===== src/rtl/mem_arb_pkg.sv =====
// Shared types and constants for the memory port arbiter.
package mem_arb_pkg;

    typedef enum logic {
        IDLE    = 1'b0,
        RD_WAIT = 1'b1
    } state_t;

    localparam logic PORT_CPU  = 1'b0;
    localparam logic PORT_LOAD = 1'b1;

endpackage : mem_arb_pkg


===== src/rtl/mem_port_arbiter_if.sv =====
// Requester and memory-side signal bundle for mem_port_arbiter.
// master: requesters plus memory macro; slave: the arbiter itself.
interface mem_port_arbiter_if #(
    parameter int unsigned ADDR_W = 12,
    parameter int unsigned DATA_W = 8
);
    logic              req0;
    logic              req1;
    logic              we0;
    logic              we1;
    logic [ADDR_W-1:0] addr0;
    logic [ADDR_W-1:0] addr1;
    logic [DATA_W-1:0] wdata0;
    logic [DATA_W-1:0] wdata1;
    logic              gnt0;
    logic              gnt1;
    logic              rvalid0;
    logic              rvalid1;
    logic [DATA_W-1:0] rdata;
    logic              busy;
    logic              mem_read;
    logic              mem_write;
    logic [ADDR_W-1:0] mem_addr;
    logic [DATA_W-1:0] mem_wdata;
    logic [DATA_W-1:0] mem_rdata;

    modport master (
        output req0, req1, we0, we1, addr0, addr1, wdata0, wdata1, mem_rdata,
        input  gnt0, gnt1, rvalid0, rvalid1, rdata, busy,
               mem_read, mem_write, mem_addr, mem_wdata
    );

    modport slave (
        input  req0, req1, we0, we1, addr0, addr1, wdata0, wdata1, mem_rdata,
        output gnt0, gnt1, rvalid0, rvalid1, rdata, busy,
               mem_read, mem_write, mem_addr, mem_wdata
    );

endinterface : mem_port_arbiter_if


===== src/rtl/mem_arb_pick.sv =====
// Winner select between the two requesters.
// MEM_ARB_RR_EN defined: round-robin on contention (port other than last winner).
// MEM_ARB_RR_EN undefined: fixed priority, port 0 (CPU) always wins.
module mem_arb_pick
    import mem_arb_pkg::*;
(
    input  logic       req0,
    input  logic       req1,
    input  logic       last,
    output logic [1:0] gnt_c
);

`ifndef MEM_ARB_RR_EN
    logic unused_last;
    assign unused_last = last;
`endif

    // One-hot winner; contention resolved by the configured policy.
    always_comb begin
        gnt_c = 2'b00;
        if (req0 && req1) begin
`ifdef MEM_ARB_RR_EN
            gnt_c = (last == PORT_CPU) ? 2'b10 : 2'b01;
`else
            gnt_c = 2'b01;
`endif
        end else if (req0) begin
            gnt_c = 2'b01;
        end else if (req1) begin
            gnt_c = 2'b10;
        end
    end

endmodule : mem_arb_pick


===== src/rtl/mem_port_arbiter.sv =====
// Single-port memory arbiter between the CPU controller (port 0) and the
// loader/debug DMA (port 1). One command per cycle, fixed read latency
// tracking, per-port read-valid pulse on a shared rdata bus.
// Build option: MEM_ARB_RR_EN selects round-robin instead of fixed priority.
module mem_port_arbiter
    import mem_arb_pkg::*;
#(
    parameter int unsigned ADDR_W  = 12,
    parameter int unsigned DATA_W  = 8,
    parameter int unsigned MEM_LAT = 1
) (
    input logic                clk,
    input logic                rst,
    mem_port_arbiter_if.slave  bus
);

    localparam int unsigned CNT_W = (MEM_LAT < 2) ? 1 : $clog2(MEM_LAT + 1);

    state_t           state;
    state_t           state_nxt;
    logic [CNT_W-1:0] cnt;
    logic [CNT_W-1:0] cnt_nxt;
    logic             owner;
    logic             owner_nxt;
    logic             last;
    logic             last_nxt;
    logic [1:0]       pick_gnt_c;
    logic             win_c;
    logic             win_we_c;

    mem_arb_pick u_pick (
        .req0  (bus.req0),
        .req1  (bus.req1),
        .last  (last),
        .gnt_c (pick_gnt_c)
    );

    assign win_c    = pick_gnt_c[1];
    assign win_we_c = win_c ? bus.we1 : bus.we0;

    // State, latency counter, read owner and last-granted pointer.
    always_ff @(posedge clk or posedge rst) begin
        if (rst) begin
            state <= IDLE;
            cnt   <= '0;
            owner <= PORT_CPU;
            last  <= PORT_LOAD;
        end else begin
            state <= state_nxt;
            cnt   <= cnt_nxt;
            owner <= owner_nxt;
            last  <= last_nxt;
        end
    end

    // Grant decode, memory command drive and read-return sequencing.
    always_comb begin
        state_nxt     = state;
        cnt_nxt       = cnt;
        owner_nxt     = owner;
        last_nxt      = last;
        bus.gnt0      = 1'b0;
        bus.gnt1      = 1'b0;
        bus.rvalid0   = 1'b0;
        bus.rvalid1   = 1'b0;
        bus.rdata     = '0;
        bus.busy      = 1'b0;
        bus.mem_read  = 1'b0;
        bus.mem_write = 1'b0;
        bus.mem_addr  = '0;
        bus.mem_wdata = '0;

        case (state)
            IDLE: begin
                if (pick_gnt_c != 2'b00) begin
                    bus.gnt0      = ~win_c;
                    bus.gnt1      = win_c;
                    bus.mem_addr  = win_c ? bus.addr1 : bus.addr0;
                    bus.mem_wdata = win_c ? bus.wdata1 : bus.wdata0;
                    last_nxt      = win_c;
                    if (win_we_c) begin
                        bus.mem_write = 1'b1;
                    end else begin
                        bus.mem_read = 1'b1;
                        bus.busy     = 1'b1;
                        cnt_nxt      = CNT_W'(MEM_LAT);
                        owner_nxt    = win_c;
                        state_nxt    = RD_WAIT;
                    end
                end
            end
            RD_WAIT: begin
                bus.busy = 1'b1;
                if (cnt == CNT_W'(1)) begin
                    bus.rvalid0 = (owner == PORT_CPU);
                    bus.rvalid1 = (owner == PORT_LOAD);
                    bus.rdata   = bus.mem_rdata;
                    cnt_nxt     = '0;
                    state_nxt   = IDLE;
                end else begin
                    cnt_nxt = cnt - CNT_W'(1);
                end
            end
            default: begin
                state_nxt = IDLE;
                cnt_nxt   = '0;
            end
        endcase
    end

endmodule : mem_port_arbiter

===== src/flat_wrapper.sv =====
// flat-port wrapper written by rule: the top's interface ports become plain ports
module mem_port_arbiter_flat import mem_arb_pkg::*;
#(
    parameter int unsigned ADDR_W  = 12,
    parameter int unsigned DATA_W  = 8,
    parameter int unsigned MEM_LAT = 1
)
  (clk, rst, bus_req0, bus_req1, bus_we0, bus_we1, bus_addr0, bus_addr1, bus_wdata0, bus_wdata1, bus_mem_rdata, bus_gnt0, bus_gnt1, bus_rvalid0, bus_rvalid1, bus_rdata, bus_busy, bus_mem_read, bus_mem_write, bus_mem_addr, bus_mem_wdata);
  mem_port_arbiter_if #(.ADDR_W(ADDR_W), .DATA_W(DATA_W)) bus_i ();
  input logic clk;
  input logic rst;
  input wire logic [$bits(bus_i.req0)-1:0] bus_req0;
  input wire logic [$bits(bus_i.req1)-1:0] bus_req1;
  input wire logic [$bits(bus_i.we0)-1:0] bus_we0;
  input wire logic [$bits(bus_i.we1)-1:0] bus_we1;
  input wire logic [$bits(bus_i.addr0)-1:0] bus_addr0;
  input wire logic [$bits(bus_i.addr1)-1:0] bus_addr1;
  input wire logic [$bits(bus_i.wdata0)-1:0] bus_wdata0;
  input wire logic [$bits(bus_i.wdata1)-1:0] bus_wdata1;
  input wire logic [$bits(bus_i.mem_rdata)-1:0] bus_mem_rdata;
  output wire logic [$bits(bus_i.gnt0)-1:0] bus_gnt0;
  output wire logic [$bits(bus_i.gnt1)-1:0] bus_gnt1;
  output wire logic [$bits(bus_i.rvalid0)-1:0] bus_rvalid0;
  output wire logic [$bits(bus_i.rvalid1)-1:0] bus_rvalid1;
  output wire logic [$bits(bus_i.rdata)-1:0] bus_rdata;
  output wire logic [$bits(bus_i.busy)-1:0] bus_busy;
  output wire logic [$bits(bus_i.mem_read)-1:0] bus_mem_read;
  output wire logic [$bits(bus_i.mem_write)-1:0] bus_mem_write;
  output wire logic [$bits(bus_i.mem_addr)-1:0] bus_mem_addr;
  output wire logic [$bits(bus_i.mem_wdata)-1:0] bus_mem_wdata;
  assign bus_i.req0 = bus_req0;
  assign bus_i.req1 = bus_req1;
  assign bus_i.we0 = bus_we0;
  assign bus_i.we1 = bus_we1;
  assign bus_i.addr0 = bus_addr0;
  assign bus_i.addr1 = bus_addr1;
  assign bus_i.wdata0 = bus_wdata0;
  assign bus_i.wdata1 = bus_wdata1;
  assign bus_i.mem_rdata = bus_mem_rdata;
  assign bus_gnt0 = bus_i.gnt0;
  assign bus_gnt1 = bus_i.gnt1;
  assign bus_rvalid0 = bus_i.rvalid0;
  assign bus_rvalid1 = bus_i.rvalid1;
  assign bus_rdata = bus_i.rdata;
  assign bus_busy = bus_i.busy;
  assign bus_mem_read = bus_i.mem_read;
  assign bus_mem_write = bus_i.mem_write;
  assign bus_mem_addr = bus_i.mem_addr;
  assign bus_mem_wdata = bus_i.mem_wdata;
  mem_port_arbiter #(.ADDR_W(ADDR_W), .DATA_W(DATA_W), .MEM_LAT(MEM_LAT)) u_core (.clk(clk), .rst(rst), .bus(bus_i));
endmodule

===== config.mk =====
export PLATFORM = sky130hd
export DESIGN_NAME = mem_port_arbiter_flat
export DESIGN_NICKNAME = d
export VERILOG_FILES = /design/src/rtl/mem_arb_pkg.sv /design/src/rtl/mem_port_arbiter_if.sv /design/src/rtl/mem_arb_pick.sv /design/src/rtl/mem_port_arbiter.sv /design/src/flat_wrapper.sv
export SDC_FILE = /design/constraint.sdc
export NUM_CORES = 1
export LEC_CHECK = 0
export ABC_AREA = 0
export BUFFER_PORTS_ARGS = -buffer_cell sky130_fd_sc_hd__buf_2
export CORE_MARGIN = 2
export CORE_UTILIZATION = 32
export DETAILED_ROUTE_END_ITERATION = 8
export PLACE_DENSITY = 0.84
export RECOVER_POWER = 50
export SLEW_MARGIN = 20
export SYNTH_ARGS = -nofsm -noshare
export SYNTH_HDL_FRONTEND = slang
export SYNTH_SLANG_ARGS = --single-unit
export TNS_END_PERCENT = 20

===== constraint.sdc =====
create_clock -name clk -period 1.9 [get_ports clk]
set_input_delay 0.38 -clock clk [delete_from_list [all_inputs] [get_ports clk]]
set_output_delay 0.38 -clock clk [all_outputs]
set_load 0.1 [all_outputs]

==> run metrics <==
post-layout util 84.4%; Combinational Power Share 90.9%; Synth Flop Type dfrtp_1; clock tree root driver cell clkbuf_4; max_slew headroom 67.5%; area fraction of the dominant cell type after synthesis 24.8%; post-synthesis area per instance 6.18 um2; Place WS 0.162 ns; largest net degree at the start of global routing 41; switch share 67.6%; ranking of synthesized cells by area nand3b_1, a21oi_1, nand2_1; number of global-route vias before repair 1245; crit path max fanout 21; global-route wire length before repair 5570 um; htree depth 1; initial antenna violation count 0; Detailed Route Iter0 Violations 12; Die X 48.6 um; diode count 0; syn_nets 157; share of cells above drive strength 1 64.6%; clk_lat worst skew 0.25 ns; cell internal pwr 0.914 mW; Post-DP Area 1740 um2; CTS Buffer Depth 2; Hold Crit Depth 3; fin. max-slew vios 0; hold buffer count at CTS 1; Post-Place Cells 211; DPL Wire Length 2710 um; RSZ-0062 raised after global routing no; r2r worst-path depth 3; Worst Setup SP u_core.state$_DFF_PP0_; switching pwr 1.91 mW; status finished, final reports clean; core area 1920 um2; Leak 0.755 nW; HP Class in2reg; remaining global-route overflow 0; Reg-to-Reg Start u_core.state$_DFF_PP0_; IO Port Bufs 88; maxcap violations 0; CTS tree yes; hold slack final 0.464 ns; Starting Density 33.1%; Final Cycle Share 94.8%; remaining antenna violation count after routing 0; Layout fillers 98; reg2reg end u_core.owner$_DFFE_PP0P_; Reg power frac 4.7%; r2r setup slk 0.75 ns; CTS Buf Count 3; io pins 89; Synth warnings 0; critical path class reg2out; final WL 3460 um; GRT Util Overall 30.5%; EDFF count, synth 0; peak supply drop 1450 uV; Hold Startpoint bus_we1; setup violators final 0; synthesized flop and latch total 3; Synth area leader nand3b_1; wire per inst 16.0 um; Clock Pin Slew Worst Setup and Hold Paths 0.04 ns; CP Data Required Time 1.52 ns; sequential area share after synthesis 11.8%; count of cell types in the netlist 20; Clock power frac 4.4%; final number of hold-violating endpoints 0; Netlist Area Pre-Place 637 um2; ys async rst share 100%; clk_skew 0.00853 ns; Tightest Pin Transition 0.491 ns; setup bufs post-CTS 0; Rows 16; design area 1620 um2; # nets final 244; CTS resizes 0; power per cell area 1740 nW/um2; Placer Congestion 0.765; f_max 555 MHz; Mapped Cells 103; final routed DRC violation total 0; die height 48.6 um; Final Critical Period 1.80 ns; Cell Count, Final, Fillers Out 216; WP data arrival 1.42 ns; 1st-pass router iterations 4; crit path capture type primary output; worst hold path endpoint u_core.owner$_DFFE_PP0P_; Die ar. 2360 um2; Vias 1148; Num Clock Sinks 3; area grow syn2layout 155%; vias per cell 5.31; startpoint types flop; final worst setup slack 0.0988 ns
-- cells in the mapped netlist, types with 2 or more instances --
library cell	n
clkbuf_1	6
nor2b_1	2
nand2_1	21
a21oi_1	22
inv_1	2
dfrtp_1	3
nand3b_1	21
and3_1	9
buf_2	5
nor3b_1	2
-- cells in the final DEF, fill, tap and decap left out --
master,n
nand3_1,1
nor2b_2,1
dfrtp_1,3
nor2b_1,1
a21oi_2,20
nand3b_1,21
inv_1,2
and3_1,9
clkbuf_4,14
and2_1,1
buf_12,24
a31oi_1,1
a2bb2oi_1,1
o21ai_0,1
buf_4,4
nand2b_1,1
clkbuf_1,1
or3b_4,1
nor2_1,1
nor3b_4,1
a21oi_4,2
nor3b_1,1
a31oi_2,1
nand2_1,21
dlygate4sd3_1,1
buf_2,54
-- cells by family (layout without fill, tap and decap cells) --
kind of cell           count (synthesis)  after routing  share of synthesized area (%)
DFF                                    3              3                           11.8
and+or+nand+nor                       60             60                           55.4
buffers and inverters                 14            100                           10.4
AOI/OAI and AO/OA                     26             26                           22.4
-- per-layer routing --
metal  wire, um  up-vias  track usage, %
met2       1950       80            63.7
met1       1140      525            27.0
met5          0        -               0
met3        250       13            4.94
met4        111        0            15.2
li1           -      530               -
-- power groups by stage --
stage          combinational [mW]  sequential, mW  clock (mW)
2_1_floorplan                1.78           0.101           0
3_3_place_gp                 2.70           0.123           0
3_5_place_dp                 2.75           0.131           0
4_1_cts                      2.76           0.131       0.126
5_1_grt                      2.62           0.138       0.126
6_report                     2.56           0.133       0.125
-- worst max-delay path by stage --
stage	to
floorplan	bus_rdata[0]
global placement	bus_mem_read
detailed placement	bus_mem_addr[8]
CTS	bus_busy
global route	bus_rvalid0
finish	bus_busy
-- area by class of cell --
| cell class | count | area, um2 | area share, % |
|---|---|---|---|
| Clock buffer | 4 | 26.3 | 1.62 |
| Inverter | 2 | 7.51 | 0.463 |
| Multi-Input combinational cell | 86 | 607 | 37.4 |
| Sequential cell | 3 | 75.1 | 4.63 |
| Tap cell | 27 | 33.8 | 2.08 |
| Timing Repair Buffer | 94 | 873 | 53.8 |
-- metrics by stage --
stage          setup TNS [ns]  total power [mW]
3_3_place_gp                0              2.82
3_5_place_dp                0              2.89
5_1_grt                     0              2.89
2_1_floorplan           -4.51              1.88
6_report                    0              2.82
4_1_cts                     0              3.02
-- registers in the layout, indices dropped and copies added (netlist names) --
signal,cells
u_core.cnt,1
u_core.owner,1
u_core.state,1
-- critical path, stage by stage (launching register included) --
cell	delay (ns)
dfrtp_1	0.38
buf_4	0.33
inv_1	0.14
nand3_1	0.14
buf_12	0.19
Note: power is estimated with default switching activity, not from simulation.
